### config.mk
export PLATFORM = sky130hd
export DESIGN_NAME = signal_synth_dds
export DESIGN_NICKNAME = d
export VERILOG_FILES = /design/src/rtl/signal_synth_dds.sv
export SDC_FILE = /design/constraint.sdc
export NUM_CORES = 1
export LEC_CHECK = 0
export ABC_AREA = 1
export CAP_MARGIN = 10
export CORE_UTILIZATION = 65
export DETAILED_ROUTE_END_ITERATION = 7
export PLACE_DENSITY = 0.87
export SYNTH_ARGS = -nofsm -noshare
export SYNTH_HDL_FRONTEND = slang
export SYNTH_SLANG_ARGS = --single-unit
### constraint.sdc
create_clock -name clk -period 13.6 [get_ports clk]
set_input_delay 4.08 -clock clk [delete_from_list [all_inputs] [get_ports clk]]
set_output_delay 4.08 -clock clk [all_outputs]
set_load 0.02 [all_outputs]
### src/rtl/signal_synth_dds.sv
// -----------------------------------------------------------------------------
// signal_synth_dds
//   Single-clock DDS tone generator with per-key tuning words, four waveforms
//   (sine, square, saw, triangle) and an attack/sustain/release envelope.
//   Output is an unsigned sample stream centred at midscale.
//
// Ports
//   clk          system clock
//   reset        asynchronous, active-low reset
//   keys         key-held levels (synchronous to clk); lowest index wins
//   mode         waveform select: 0 sine, 1 square, 2 saw, 3 triangle
//   tune_we      tuning write strobe; single-cycle, no handshake: the write
//                is accepted in every cycle it is high with an in-range index
//   tune_idx     key index to write (out-of-range indices are ignored)
//   tune_data    new tuning word
//   signal       output sample (2 cycles behind the phase register)
//   note_active  high whenever the envelope is not idle
//   note_idx     index of the sounding key
//   o_dbg_state  envelope FSM state
//   o_dbg_env    envelope level (0 .. 2^ENV_W)
//   o_dbg_phase  phase accumulator
// -----------------------------------------------------------------------------
module signal_synth_dds #(
  parameter int NUM_KEYS   = 9,
  parameter int OUT_W      = 8,
  parameter int PHASE_W    = 16,
  parameter int LUT_ADDR_W = 6,
  parameter int BASE_INC   = 64,
  parameter int ENV_W      = 8,
  parameter int ENV_DIV    = 256,
  localparam int IDX_W     = (NUM_KEYS > 1) ? $clog2(NUM_KEYS) : 1
) (
  input  logic                clk,
  input  logic                reset,
  input  logic [NUM_KEYS-1:0] keys,
  input  logic [1:0]          mode,
  input  logic                tune_we,
  input  logic [IDX_W-1:0]    tune_idx,
  input  logic [PHASE_W-1:0]  tune_data,
  output logic [OUT_W-1:0]    signal,
  output logic                note_active,
  output logic [IDX_W-1:0]    note_idx,
  output logic [1:0]          o_dbg_state,
  output logic [ENV_W:0]      o_dbg_env,
  output logic [PHASE_W-1:0]  o_dbg_phase
);

  localparam int PRE_W = (ENV_DIV > 1) ? $clog2(ENV_DIV) : 1;
  localparam int PW    = OUT_W + ENV_W + 2;
  localparam int MID   = 2 ** (OUT_W - 1);
  localparam logic [ENV_W:0] ENV_MAX = {1'b1, {ENV_W{1'b0}}};

  // Full-wave sine table, round(127.5*(1+sin(2*pi*i/64))), built for the
  // default 8-bit sample / 6-bit address configuration.
  localparam logic [7:0] SINE_TAB [64] = '{
    8'd128, 8'd140, 8'd152, 8'd165, 8'd176, 8'd188, 8'd198, 8'd208,
    8'd218, 8'd226, 8'd234, 8'd240, 8'd245, 8'd250, 8'd253, 8'd254,
    8'd255, 8'd254, 8'd253, 8'd250, 8'd245, 8'd240, 8'd234, 8'd226,
    8'd218, 8'd208, 8'd198, 8'd188, 8'd176, 8'd165, 8'd152, 8'd140,
    8'd128, 8'd115, 8'd103, 8'd90,  8'd79,  8'd67,  8'd57,  8'd47,
    8'd37,  8'd29,  8'd21,  8'd15,  8'd10,  8'd5,   8'd2,   8'd1,
    8'd0,   8'd1,   8'd2,   8'd5,   8'd10,  8'd15,  8'd21,  8'd29,
    8'd37,  8'd47,  8'd57,  8'd67,  8'd79,  8'd90,  8'd103, 8'd115
  };

  typedef enum logic [1:0] {
    S_IDLE    = 2'd0,
    S_ATTACK  = 2'd1,
    S_SUSTAIN = 2'd2,
    S_RELEASE = 2'd3
  } state_t;

  state_t               r_state, w_state_n;
  logic [ENV_W:0]       r_env, w_env_n;
  logic [PRE_W-1:0]     r_presc;
  logic [PHASE_W-1:0]   r_phase;
  logic [PHASE_W-1:0]   r_tune [NUM_KEYS];
  logic [IDX_W-1:0]     r_note_idx;
  logic [OUT_W-1:0]     r_wave;
  logic [OUT_W-1:0]     r_signal;

  logic                 w_any;
  logic [IDX_W-1:0]     w_win;
  logic                 w_step;
  logic [OUT_W-1:0]     w_p;
  logic [OUT_W-1:0]     w_tri;
  logic [OUT_W-1:0]     w_wave;
  logic signed [OUT_W:0] w_w;
  logic signed [PW-1:0] w_prod;
  logic signed [PW-1:0] w_sum;

  // Lowest-index held key wins; the loop runs high-to-low so the last
  // match (lowest index) sticks.
  assign w_any = |keys;
  always_comb begin
    w_win = '0;
    for (int k = NUM_KEYS - 1; k >= 0; k--) begin
      if (keys[k]) w_win = IDX_W'(k);
    end
  end

  assign w_step = (r_presc == PRE_W'(ENV_DIV - 1));

  always_ff @(posedge clk or negedge reset) begin
    if (!reset) begin
      r_presc <= '0;
    end else begin
      r_presc <= w_step ? '0 : r_presc + 1'b1;
    end
  end

  always_ff @(posedge clk or negedge reset) begin
    if (!reset) begin
      for (int k = 0; k < NUM_KEYS; k++) r_tune[k] <= PHASE_W'(BASE_INC * (k + 1));
    end else if (tune_we && ({1'b0, tune_idx} < (IDX_W + 1)'(NUM_KEYS))) begin
      r_tune[tune_idx] <= tune_data;
    end
  end

  always_ff @(posedge clk or negedge reset) begin
    if (!reset) begin
      r_note_idx <= '0;
      r_phase    <= '0;
    end else begin
      if (w_any) r_note_idx <= w_win;
      // Idle forces phase to zero so every fresh note starts at phase 0.
      r_phase <= (r_state != S_IDLE) ? r_phase + r_tune[r_note_idx] : '0;
    end
  end

  // Envelope FSM: state register
  always_ff @(posedge clk or negedge reset) begin
    if (!reset) begin
      r_state <= S_IDLE;
      r_env   <= '0;
    end else begin
      r_state <= w_state_n;
      r_env   <= w_env_n;
    end
  end

  // Envelope FSM: next state / level. Key release beats a same-cycle step,
  // and a re-press during release beats a same-cycle decrement.
  always_comb begin
    w_state_n = r_state;
    w_env_n   = r_env;
    case (r_state)
      S_IDLE: begin
        if (w_any) w_state_n = S_ATTACK;
      end
      S_ATTACK: begin
        if (!w_any) begin
          w_state_n = S_RELEASE;
        end else if (r_env == ENV_MAX) begin
          w_state_n = S_SUSTAIN;
        end else if (w_step) begin
          w_env_n = r_env + 1'b1;
          if (r_env == ENV_MAX - 1'b1) w_state_n = S_SUSTAIN;
        end
      end
      S_SUSTAIN: begin
        if (!w_any) w_state_n = S_RELEASE;
      end
      S_RELEASE: begin
        if (w_any) begin
          w_state_n = S_ATTACK;
        end else if (r_env == '0) begin
          w_state_n = S_IDLE;
        end else if (w_step) begin
          w_env_n = r_env - 1'b1;
          if (r_env == {{ENV_W{1'b0}}, 1'b1}) w_state_n = S_IDLE;
        end
      end
      default: w_state_n = S_IDLE;
    endcase
  end

  // Waveform generation from the current phase (stage 1 input)
  assign w_p   = r_phase[PHASE_W-1 -: OUT_W];
  assign w_tri = {w_p[OUT_W-2:0], 1'b0};

  always_comb begin
    w_wave = '0;
    case (mode)
      2'd0: w_wave = OUT_W'(SINE_TAB[r_phase[PHASE_W-1 -: LUT_ADDR_W]]);
      2'd1: w_wave = {OUT_W{~r_phase[PHASE_W-1]}};
      2'd2: w_wave = w_p;
      default: w_wave = r_phase[PHASE_W-1] ? ~w_tri : w_tri;
    endcase
  end

  // Envelope scaling around midscale; the arithmetic shift floors negative
  // products, and env = 2^ENV_W reproduces the wave exactly.
  assign w_w    = $signed({1'b0, r_wave} - (OUT_W + 1)'(MID));
  assign w_prod = PW'(w_w) * PW'($signed({1'b0, r_env}));
  assign w_sum  = (w_prod >>> ENV_W) + PW'(MID);

  always_ff @(posedge clk or negedge reset) begin
    if (!reset) begin
      r_wave   <= OUT_W'(MID);
      r_signal <= OUT_W'(MID);
    end else begin
      r_wave   <= w_wave;
      r_signal <= w_sum[OUT_W-1:0];
    end
  end

  assign signal      = r_signal;
  assign note_active = (r_state != S_IDLE);
  assign note_idx    = r_note_idx;
  assign o_dbg_state = r_state;
  assign o_dbg_env   = r_env;
  assign o_dbg_phase = r_phase;

endmodule

# [Yosys cells after proc, flatten, opt, wreduce, memory -nomap -nowiden]
# Memory sizes are Yosys's and may differ from the RTL's.
# Cells that the tools add are included.
[totals] ff_bits=199 latch_bits=0 ramBits=0 mem_bits_ro=512 wordCells=104 mem_count=1
[mem_list] memory="(name not given)" words=64 width=8 rd=1 rd_clocked_by_memory_dff=0 write_ports=0 line_no="185" text="2'd0: w_wave = OUT_W'(SINE_TAB[r_phase[PHASE_W-1 -: LUT_ADDR_W]]);"
[op_classes] addsub=6 multipliers=1 div=0 magnitude_cmp=5 n_eq_ne=21 n_shift=0 mux=39 bitwise=5 n_reduce_logical=10
[ops] op="144-bit bitwise mux" n=1
[ops] op="16-bit binary-select mux with 4-bit select" n=1
[ops] op="16-bit demux with 4-bit select" n=1
[ops] op="16-bit two-way mux" n=4
[ops] op="9-bit two-way mux" n=6
[ops] op="4-bit two-way mux" n=9
[ops] op="8-bit two-way mux" n=4
[ops] op="8-bit case mux with 3 select lines" n=1
[ops] op="2-bit two-way mux" n=10
[ops] op="9-bit case mux with 2 select lines" n=1
[ops] op="16-bit adder" n=1
[ops] op="9-bit by 10-bit multiplier with 16-bit output" n=1
[ops] op="2-bit inequality test (second input constant)" n=8
[ops] op="4-bit inequality test (second input constant)" n=4
[ops] op="5-bit >= comparator (second input constant)" n=2
[ops] op="4-bit NOT with 5-bit output" n=2
[ops] op="9-bit by 1-bit adder with 9-bit output (second input constant)" n=1
[ops] op="9-bit by 1-bit == test with 1-bit output (second input constant)" n=1
[ops] op="9-bit by 8-bit == test with 1-bit output (second input constant)" n=1
[ops] op="9-bit == test (second input constant)" n=1
[ops] op="9-bit zero test" n=1
[ops] op="9-bit OR reduction" n=1
[ops] op="8-bit by 8-bit subtractor with 9-bit output (second input constant)" n=1
[ops] op="9-bit by 1-bit subtractor with 9-bit output (second input constant)" n=1
[ops] op="other kinds (17)" n=23

# [Depth between registers and ports, before layout]
[logic_depth] depth_word=9 depth_mapped=21 depth_no_buf=20

# [Worst setup path after synthesis]
# Ideal clock, no wire load.
[synth_path] path_type="register to output" start="reg r_state[0] (netlist: o_dbg_state[0])" end="out note_active" arrival_time_ps=1322 required_time_ps=9520 path_slack_ps=8198 path_stages_with_launch=5 path_buffers=1 cell_sequence="dfrtp_1 -> inv_1 -> ha_1 -> inv_1 -> clkbuf_1"
[synth_between] elab_chain_cells=1
[synth_lines] element="start: declaration" line_no="73" text="state_t r_state, w_state_n;"
[synth_lines] element="start signal: assignment" line_no="137" text="r_state <= w_state_n;"
[synth_lines] element="2-bit nonzero test" line_no="209" text="assign note_active = (r_state != S_IDLE);"
[synth_lines] element="end: declaration" line_no="41" text="output logic note_active,"
# No other way between the ends.

# [Worst setup path in the final report]
# Same ends and word-level chain as after synthesis.

==> tab_implementation.tex <==
\begin{tabular}{lr}
\hline
Metric & Value \\
\hline
\multicolumn{2}{l}{\textbf{Outcome}} \\
\quad Status & finished clean \\
\multicolumn{2}{l}{\textbf{Global routing}} \\
\quad Global route overflow & 0 \\
\quad First-pass GRT wire length & 52700 um \\
\quad Overall track demand over capacity in global routing & 32.9\% \\
\quad Maximum number of pins on one net before global-route repair & 125 \\
\quad Number of antenna violations at the first check in global routing & 0 \\
\quad Via count of the first global-routing pass & 11.0k \\
\multicolumn{2}{l}{\textbf{CTS}} \\
\quad Hold Buf Count CTS & 0 \\
\quad Post-CTS Repair Setup Buffers & 0 \\
\quad Clock root buffer master & clkbuf\_16 \\
\quad Clock latency at the later pin of the worst-skew pair & 440 ps \\
\quad TritonCTS clock tree & done \\
\quad Resized Gates After CTS & 0 \\
\quad Clock-pin slew reported for the worst setup and hold paths after clock tree synthesis & 80 ps \\
\quad Num CTS Buffers & 17 \\
\quad Max Root-Sink Buffers & 2 \\
\quad Number of H-tree levels & 4 \\
\quad TritonCTS sink count & 199 \\
\multicolumn{2}{l}{\textbf{Logic synthesis}} \\
\quad Fraction of registers with async set/reset & 100\% \\
\quad Share of the synthesized area in the top cell type & 35.4\% \\
\quad Yosys Warn Count & 0 \\
\quad Number of enable flip-flop cells after synthesis & 0 \\
\quad Area contributors post-synth & dfrtp\_1 (35\%), nand2\_1 (12\%), o21ai\_0 (9.6\%) \\
\quad Number of instances in the synthesized netlist & 1639 \\
\quad Post-Synthesis Net Count & 1790 \\
\quad Syn\_area\_per\_cell & 7.86 um\^{}2 \\
\quad Dominant cell type by area after synthesis & dfrtp\_1 \\
\quad Most frequently used flop master after synthesis & dfrtp\_1 \\
\quad Count of cell types in the netlist & 42 \\
\quad Synth Register Bits & 199 \\
\quad Mapped Area & 0.0129 mm\^{}2 \\
\quad Share of the yosys chip area belonging to registers & 38.8\% \\
\multicolumn{2}{l}{\textbf{Detailed routing}} \\
\quad Iteration count of the initial detailed-routing pass & 5 \\
\quad Via count & 11.4k \\
\quad Post-detailed-route via-to-cell ratio & 5.91 \\
\quad Post-DRT Antenna Nets & 0 \\
\quad Average wire per standard cell & 16.4 um \\
\quad Count of unresolved DRC violations after routing & 0 \\
\quad First-iteration detailed-routing DRC count & 1063 \\
\quad Routed wire length & 31700 um \\
\multicolumn{2}{l}{\textbf{Power}} \\
\quad Power share of the sequential group & 26.4\% \\
\quad Power Density & 255 mW/mm\^{}2 \\
\quad P\_sw & 0.00175 W \\
\quad Max IR drop VDD & 0.285 mV \\
\quad Switching share of power & 48.1\% \\
\quad Logic pwr share & 59.4\% \\
\quad Leakage component of the power & 7.13 nW \\
\quad Internal cell power & 0.00189 W \\
\quad Clock group share of total power & 14.2\% \\
\multicolumn{2}{l}{\textbf{Job}} \\
\quad \# Max-Cap Violations & 0 \\
\multicolumn{2}{l}{\textbf{Cells and area}} \\
\quad Most frequent standard cell in the layout excluding fill and tap cells & nand2\_1 \\
\quad Commonest cells after routing, fill and taps aside & nand2\_1 (422), o21ai\_0 (247), dfrtp\_1 (181) \\
\quad Area delta synth->final & 10.8\% \\
\quad Net count, final & 1807 \\
\quad Total non-filler cell area in the finished layout & 0.0143 mm\^{}2 \\
\quad Share of layout cells above drive strength 1 & 4.37\% \\
\quad Number of antenna cells inserted & 0 \\
\multicolumn{2}{l}{\textbf{STA}} \\
\quad Least-Margin Pin Slew & 1120 ps \\
\quad Max frequency & 155 MHz \\
\quad Hold Violations, Final & 0 \\
\quad Accumulated negative setup slack & 0 ps \\
\quad Worst slew margin & 25.3\% \\
\quad Min cycle time layout & 6470 ps \\
\quad Fin. max-slew vios & 0 \\
\quad Count of final setup violators & 0 \\
\quad RSZ-0062 raised after global routing & no \\
\quad Final period util & 47.6\% \\
\quad Final worst clock skew & 12.9 ps \\
\multicolumn{2}{l}{\textbf{Floorplan}} \\
\quad Die span in x & 143 um \\
\quad Core Area & 0.0195 mm\^{}2 \\
\quad IO Count & 74 \\
\quad Die height & 143 um \\
\quad Effective utilization at floorplan & 66.2\% \\
\quad Core Rows & 51 \\
\quad Die footprint & 0.0204 mm\^{}2 \\
\multicolumn{2}{l}{\textbf{Setup path}} \\
\quad Cell mode on critical path & inv\_1 \\
\quad Arrival time worst endpoint & 2390 ps \\
\quad Element type at the critical path start & flip-flop \\
\quad Cells along the critical path & inv\_1 -> ha\_1 -> inv\_1 -> clkdlybuf4s50\_1 \\
\quad Kind of end point of the critical path & output port \\
\quad Critical path data required time & 9520 ps \\
\quad Critical path start-end classification & flip-flop to output port \\
\quad Critical Path Slowest Stage Cell & clkdlybuf4s50\_1 \\
\quad Largest fanout of any net on the critical path & 12 \\
\quad Delay of the slowest cell on the worst path & 690 ps \\
\multicolumn{2}{l}{\textbf{Place}} \\
\quad Last weighted congestion value of the routability-driven placer & 0.915 \\
\quad HPWL after detailed placement & 21100 um \\
\quad Number of input and output port buffers inserted & 73 \\
\quad Total placed instance area & 0.0137 mm\^{}2 \\
\multicolumn{2}{l}{\textbf{Min path}} \\
\quad HP Class & flip-flop to flip-flop \\
\hline
\end{tabular}
==> power groups by stage <==
stage,Clock (W),Combinational (W),Sequential [W]
global placement,0,0.00204,0.000957
global route,0.000546,0.00247,0.000980
detailed placement,0,0.00213,0.000963
CTS,0.000522,0.00215,0.000954
floorplan,0,0.00163,0.000904
finish,0.000517,0.00216,0.000960
==> synthesized netlist by cell type, types with 4 or more instances <==
master	n
nand2_1	422
a21o_1	4
o211ai_1	10
nand3_1	62
inv_1	168
xor2_1	25
buf_2	17
nor3_1	9
nand4_2	4
nor2_1	142
a21oi_1	43
xnor2_1	6
dfstp_2	17
o221ai_1	25
clkinv_1	6
clkbuf_1	59
o21ai_0	247
nand4_1	11
ha_1	67
a31oi_1	6
dfrtp_1	182
fa_1	50
o21bai_1	5
nand3b_1	6
o21ai_1	7
buf_1	6
o22ai_1	9
==> layout make-up <==
class	instances	area, um^2
timing repair buffer	81	795
multi-input combinational	1182	6880
tap	265	332
inverter	175	657
fill	1419	5190
clock buffer	17	425
sequential	199	5000
clock inverter	15	184
==> sequential cells by signal, indices dropped and copies added (netlist names) <==
name         flops
r_tune         144
o_dbg_phase     16
o_dbg_env        9
r_presc          8
r_wave           8
signal           8
note_idx         4
o_dbg_state      2
==> worst paths after layout <==
kind                                                  from                      to  slack (ps)  depth (start not counted)
worst max-delay path            o_dbg_state[0]$_DFFE_PN0P_             note_active        7130                          4
worst min-delay path                r_tune[41]$_DFFE_PN0P_  r_tune[41]$_DFFE_PN0P_         490                          2
min in group asynchronous                            reset     signal[3]$_DFF_PN0_        3730                          1
max in group asynchronous                            reset  r_tune[79]$_DFFE_PN0P_        8280                          2
worst max register to register    o_dbg_env[0]$_DFFE_PN0P_     signal[5]$_DFF_PN0_        8560                         18
worst min register to register      r_tune[41]$_DFFE_PN0P_  r_tune[41]$_DFFE_PN0P_         490                          2
==> metal layers <==
| metal | up-vias | GRT usage [%] | routed length [um] |
|---|---|---|---|
| li1 | 5370 | - | - |
| met1 | 5457 | 40.3 | 12700 |
| met2 | 505 | 57.5 | 16000 |
| met3 | 99 | 4.76 | 1930 |
| met4 | 0 | 15.3 | 1000 |
| met5 | - | 0 | 0 |
==> critical path: cells and delay by family, from the launching register on <==
family	cells	cell delay, ps
buf+inv	3	1180
flops	1	410
fa+ha+maj	1	360
==> cells by family (layout without fill, tap and decap cells) <==
family	after synthesis	after routing	synth area share, %
AO/OA/AOI/OAI	364	364	15.7
XOR/XNOR	31	31	2.11
adder cells (fa/ha/maj)	117	117	14.3
buffers and inverters	258	288	7.74
flip-flops	199	199	38.8
multiplexers	1	1	0.0777
AND/OR/NAND/NOR	669	669	21.3
==> per-stage QoR <==
| stage | std cells | hold slack, ps | worst slack, ps | power [W] | utilization, % |
|---|---|---|---|---|---|
| after global routing | 1934 | 494 | 7060 | 0.00400 | 73.3 |
| final | 1934 | 487 | 7130 | 0.00364 | 73.3 |
| after CTS | 1934 | 486 | 7130 | 0.00362 | 73.3 |
| after global placement | 1902 | 460 | 7140 | 0.00300 | 70.2 |
| after floorplan | 1639 | 448 | 8200 | 0.00253 | - |
| after detailed placement | 1902 | 468 | 6980 | 0.00309 | 70.2 |
(Power assumes the default switching activity.)
==> variant 1: new RTL, same settings <==
Set the parameter `OUT_W` to 7 (it was 8).
--- a/src/rtl/signal_synth_dds.sv
+++ b/src/rtl/signal_synth_dds.sv
@@ -24,3 +24,3 @@
   parameter int NUM_KEYS   = 9,
-  parameter int OUT_W      = 8,
+  parameter int OUT_W      = 7,
   parameter int PHASE_W    = 16,
Interface: changed (resized signal); port bits go from 74 to 73. No check against the original RTL was run, so the function may have changed too.
==> variant 1 against the original RTL <==
Final area fell by 3.2%; clock power fell by 1%; count of clock-buffer cells in the layout did not move; maximum frequency fell by 1.4%; largest power group unchanged; sequential cell count fell by 2; worst setup slack got worse by 93 ps; synthesized area fell by 3.1%; highest routed layer unchanged; critical path depth did not move; routed wire length fell by 1.7%; power fell by 7.3%.
==> variant 1: results (changes against the original RTL) <==
- Outcome: finished clean
- Layout Skew: 8.564 ps (-4.303 ps)
- Invs w/o clock: 179 (+2.3%)
- Total wire length: 31.13 mm (-1.7%)
- Metal-1 WL: 13.27 mm (+4.6%)
- Synth Area in Adders: 13.05% (-1.2 points)
- Total power per unit cell area: 243.9 nW/um2 (-4.3%)
- Largest net degree at the start of global routing: 96 (-23%)
- Worst rel slew slack: 19.75% (-5.6 points)
- Vias in the first global route: 10,725 (-2.6%)
- FMAX: 0.1524 GHz (-1.4%)
- Mux contribution to synthesized area: 0% (-0.078 points)
- Synth Area in XOR/XNOR: 2.175% (+0.067 points)
- DR WL met3: 2.338 mm (+21%)
- Grt met3 use: 6.454% (+1.7 points)
- Layout cells sized above 1: 4.904% (+0.53 points)
- Hold depth: 1 (-1)
- Worst hold slack: 473.8 ps (-13.37 ps)
- Met1 Usage GRT: 45.53% (+5.2 points)
- Top post-synthesis cells by count: nand2_1 (390), o21ai_0 (198), dfrtp_1 (180)
- Syn Nets: 1,717 (-4.1%)
- Final non-clock buffer share: 5.783% (+0.22 points)
- Filler cells: 1,373 (-3.2%)
- Gr usage total: 33.48% (+0.57 points)
- Worst-Skew Late Latency: 460 ps (+20 ps)
- Multi-input gates: 1,122 (-5.1%)
- CP arrival: 2480 ps (+90 ps)
- Iteration-0 DRC Markers: 1,032 (-2.9%)
- FF-to-FF setup slack: 9020 ps (+460 ps)
- Met2 Usage GRT: 54.58% (-3.0 points)
- Placed cell area: 13,210 um2 (-3.3%)
- Via density: 6.002 (+1.5%)
- Part of the power in registers: 27.6% (+1.2 points)
- Sequential share of the synthesized area: 39.66% (+0.83 points)
- Top post-synthesis cells by area: dfrtp_1 (36%), nand2_1 (12%), o21ai_0 (7.9%)
- Combinational power: 1.93 mW (-11%)
- Clock-cell share: 4.326% (+0.058 points)
- WL met2: 14.81 mm (-7.6%)
variant 1: cell count changes after synthesis, sizes merged, moves of 6 or more:
cell | before | now
fa | 50 | 42
nor2 | 145 | 132
nand3 | 63 | 69
clkbuf | 59 | 52
nand2 | 422 | 392
variant 1: stage by stage:
stage / power (mW) / instances / util, %
detailed placement: 2.836 / 1812 / 70.39
global placement: 2.755 / 1812 / 70.39
global route: 3.703 / 1845 / 73.66
floorplan: 2.348 / 1578 / -
finish: 3.372 / 1845 / 73.66
CTS: 3.366 / 1844 / 73.58
variant 1: final timing paths:
kind | to
worst min-delay path | r_presc[0]$_DFF_PN0_
min in group asynchronous | r_tune[127]$_DFFE_PN0P_
max in group asynchronous | o_dbg_phase[9]$_DFF_PN0_
worst max register to register | signal[5]$_DFF_PN0_
worst min register to register | r_presc[0]$_DFF_PN0_
worst max-delay path | note_active
variant 1: worst max-delay path: stages, from the launching register on:
cell and delay [ps]:
dfrtp_1 460, inv_1 120, ha_1 380, inv_1 380
clkdlybuf4s50_1 690
==> variant 2: new RTL, same flow settings <==
Without the edit above. Register the output `o_dbg_phase` once more, cleared by the reset; this adds one clock of latency there. The other outputs are not delayed to match.
--- a/src/rtl/signal_synth_dds.sv
+++ b/src/rtl/signal_synth_dds.sv
@@ -212,3 +212,9 @@
   assign o_dbg_env   = r_env;
-  assign o_dbg_phase = r_phase;
+  always_ff @(posedge clk or negedge reset) begin
+    if (!reset) begin
+      o_dbg_phase <= '0;
+    end else begin
+      o_dbg_phase <= r_phase;
+    end
+  end
 
Check against the original RTL: not equivalent (Yosys sat finds a counterexample within 4 cycles, from zero or initial values and one cycle with reset low).
==> variant 2 against the original RTL <==
Non-clock buffer count up 5; clock power up 28%; power up 10%; clock skew up 13 ps; maximum frequency down 2.1%; sequential cell count up 16; worst hold slack worse by 97 ps; routed wire length up 4.5%; synthesized area up 3.0%; synthesized cell count up 1.1%; final area up 4.6%; worst setup slack worse by 140 ps.
==> variant 2: results (changes against the original RTL) <==
- Worst Hold End: o_dbg_phase[5]$_DFF_PN0_
- Clk slew on worst S/H paths: 60 ps (-20 ps)
- Gr usage total: 33.27% (+0.35 points)
- Placed cell area: 14,060 um2 (+2.9%)
- R2R Path End: signal[7]$_DFF_PN1_
- Outcome: finished clean
- Worst Max-Slew Pin Slew: 1146 ps (+29.14 ps)
- Grt met3 use: 5.726% (+0.96 points)
- Layout cells sized above 1: 5.047% (+0.67 points)
- R2R depth: 19 (+1)
- FF-to-FF setup slack: 8430 ps (-130 ps)
- Total power per unit cell area: 268.9 nW/um2 (+5.5%)
- Metal-1 WL: 13.32 mm (+4.9%)
- Pre-CTS setup slack: 6744 ps (-238.2 ps)
- Final-stage net count: 1,837 (+1.7%)
- Top post-synthesis cells by area: dfrtp_1 (37%), nand2_1 (12%), o21ai_0 (9.2%)
- Hold depth: 0 (-2)
- Combinational share of power: 57.4% (-2.0 points)
- Total CTS buffers: 24 (+7)
- Internal power: 2.140 mW (+13%)
- Layout Skew: 25.95 ps (+13.08 ps)
- Leak: 7.455 nW (+4.5%)
- Vias in the first global route: 11,248 (+2.1%)
- CP arrival: 2530 ps (+140 ps)
- Clk buf depth: 3 (+1)
- DR vias: 11,554 (+1.1%)
- Crit-path max cell delay: 620 ps (-70 ps)
- Largest net degree at the start of global routing: 132 (+5.6%)
==> variant 2: cell type report <==
type | instances | area, um2
Sequential cell | 215 | 5403
Fill cell | 1343 | 4785
Inverter | 174 | 653.1
Clock buffer | 33 | 714.4
Tap cell | 265 | 331.6
Timing Repair Buffer | 86 | 848.3
Clock inverter | 11 | 116.4
Multi-Input combinational cell | 1185 | 6867
==> variant 2: cell families (layout without fill, tap and decap cells) <==
group / count (synthesis) / after routing / share of synthesized area, %
and+or+nand+nor: 676 / 676 / 20.81
AOI/OAI and AO/OA: 362 / 362 / 15.11
buffers and inverters: 257 / 304 / 7.491
DFF: 215 / 215 / 40.73
adders and majority gates: 117 / 117 / 13.87
xor gates and xnor gates: 29 / 29 / 1.915
muxes: 1 / 1 / 0.07548
==> variant 2: stage by stage <==
step | cells | hold WS (ps)
finish | 1969 | 390.4
global route | 1969 | 404.1
detailed placement | 1922 | 375.5
floorplan | 1657 | 348.7
CTS | 1966 | 392.5
global placement | 1922 | 385.4
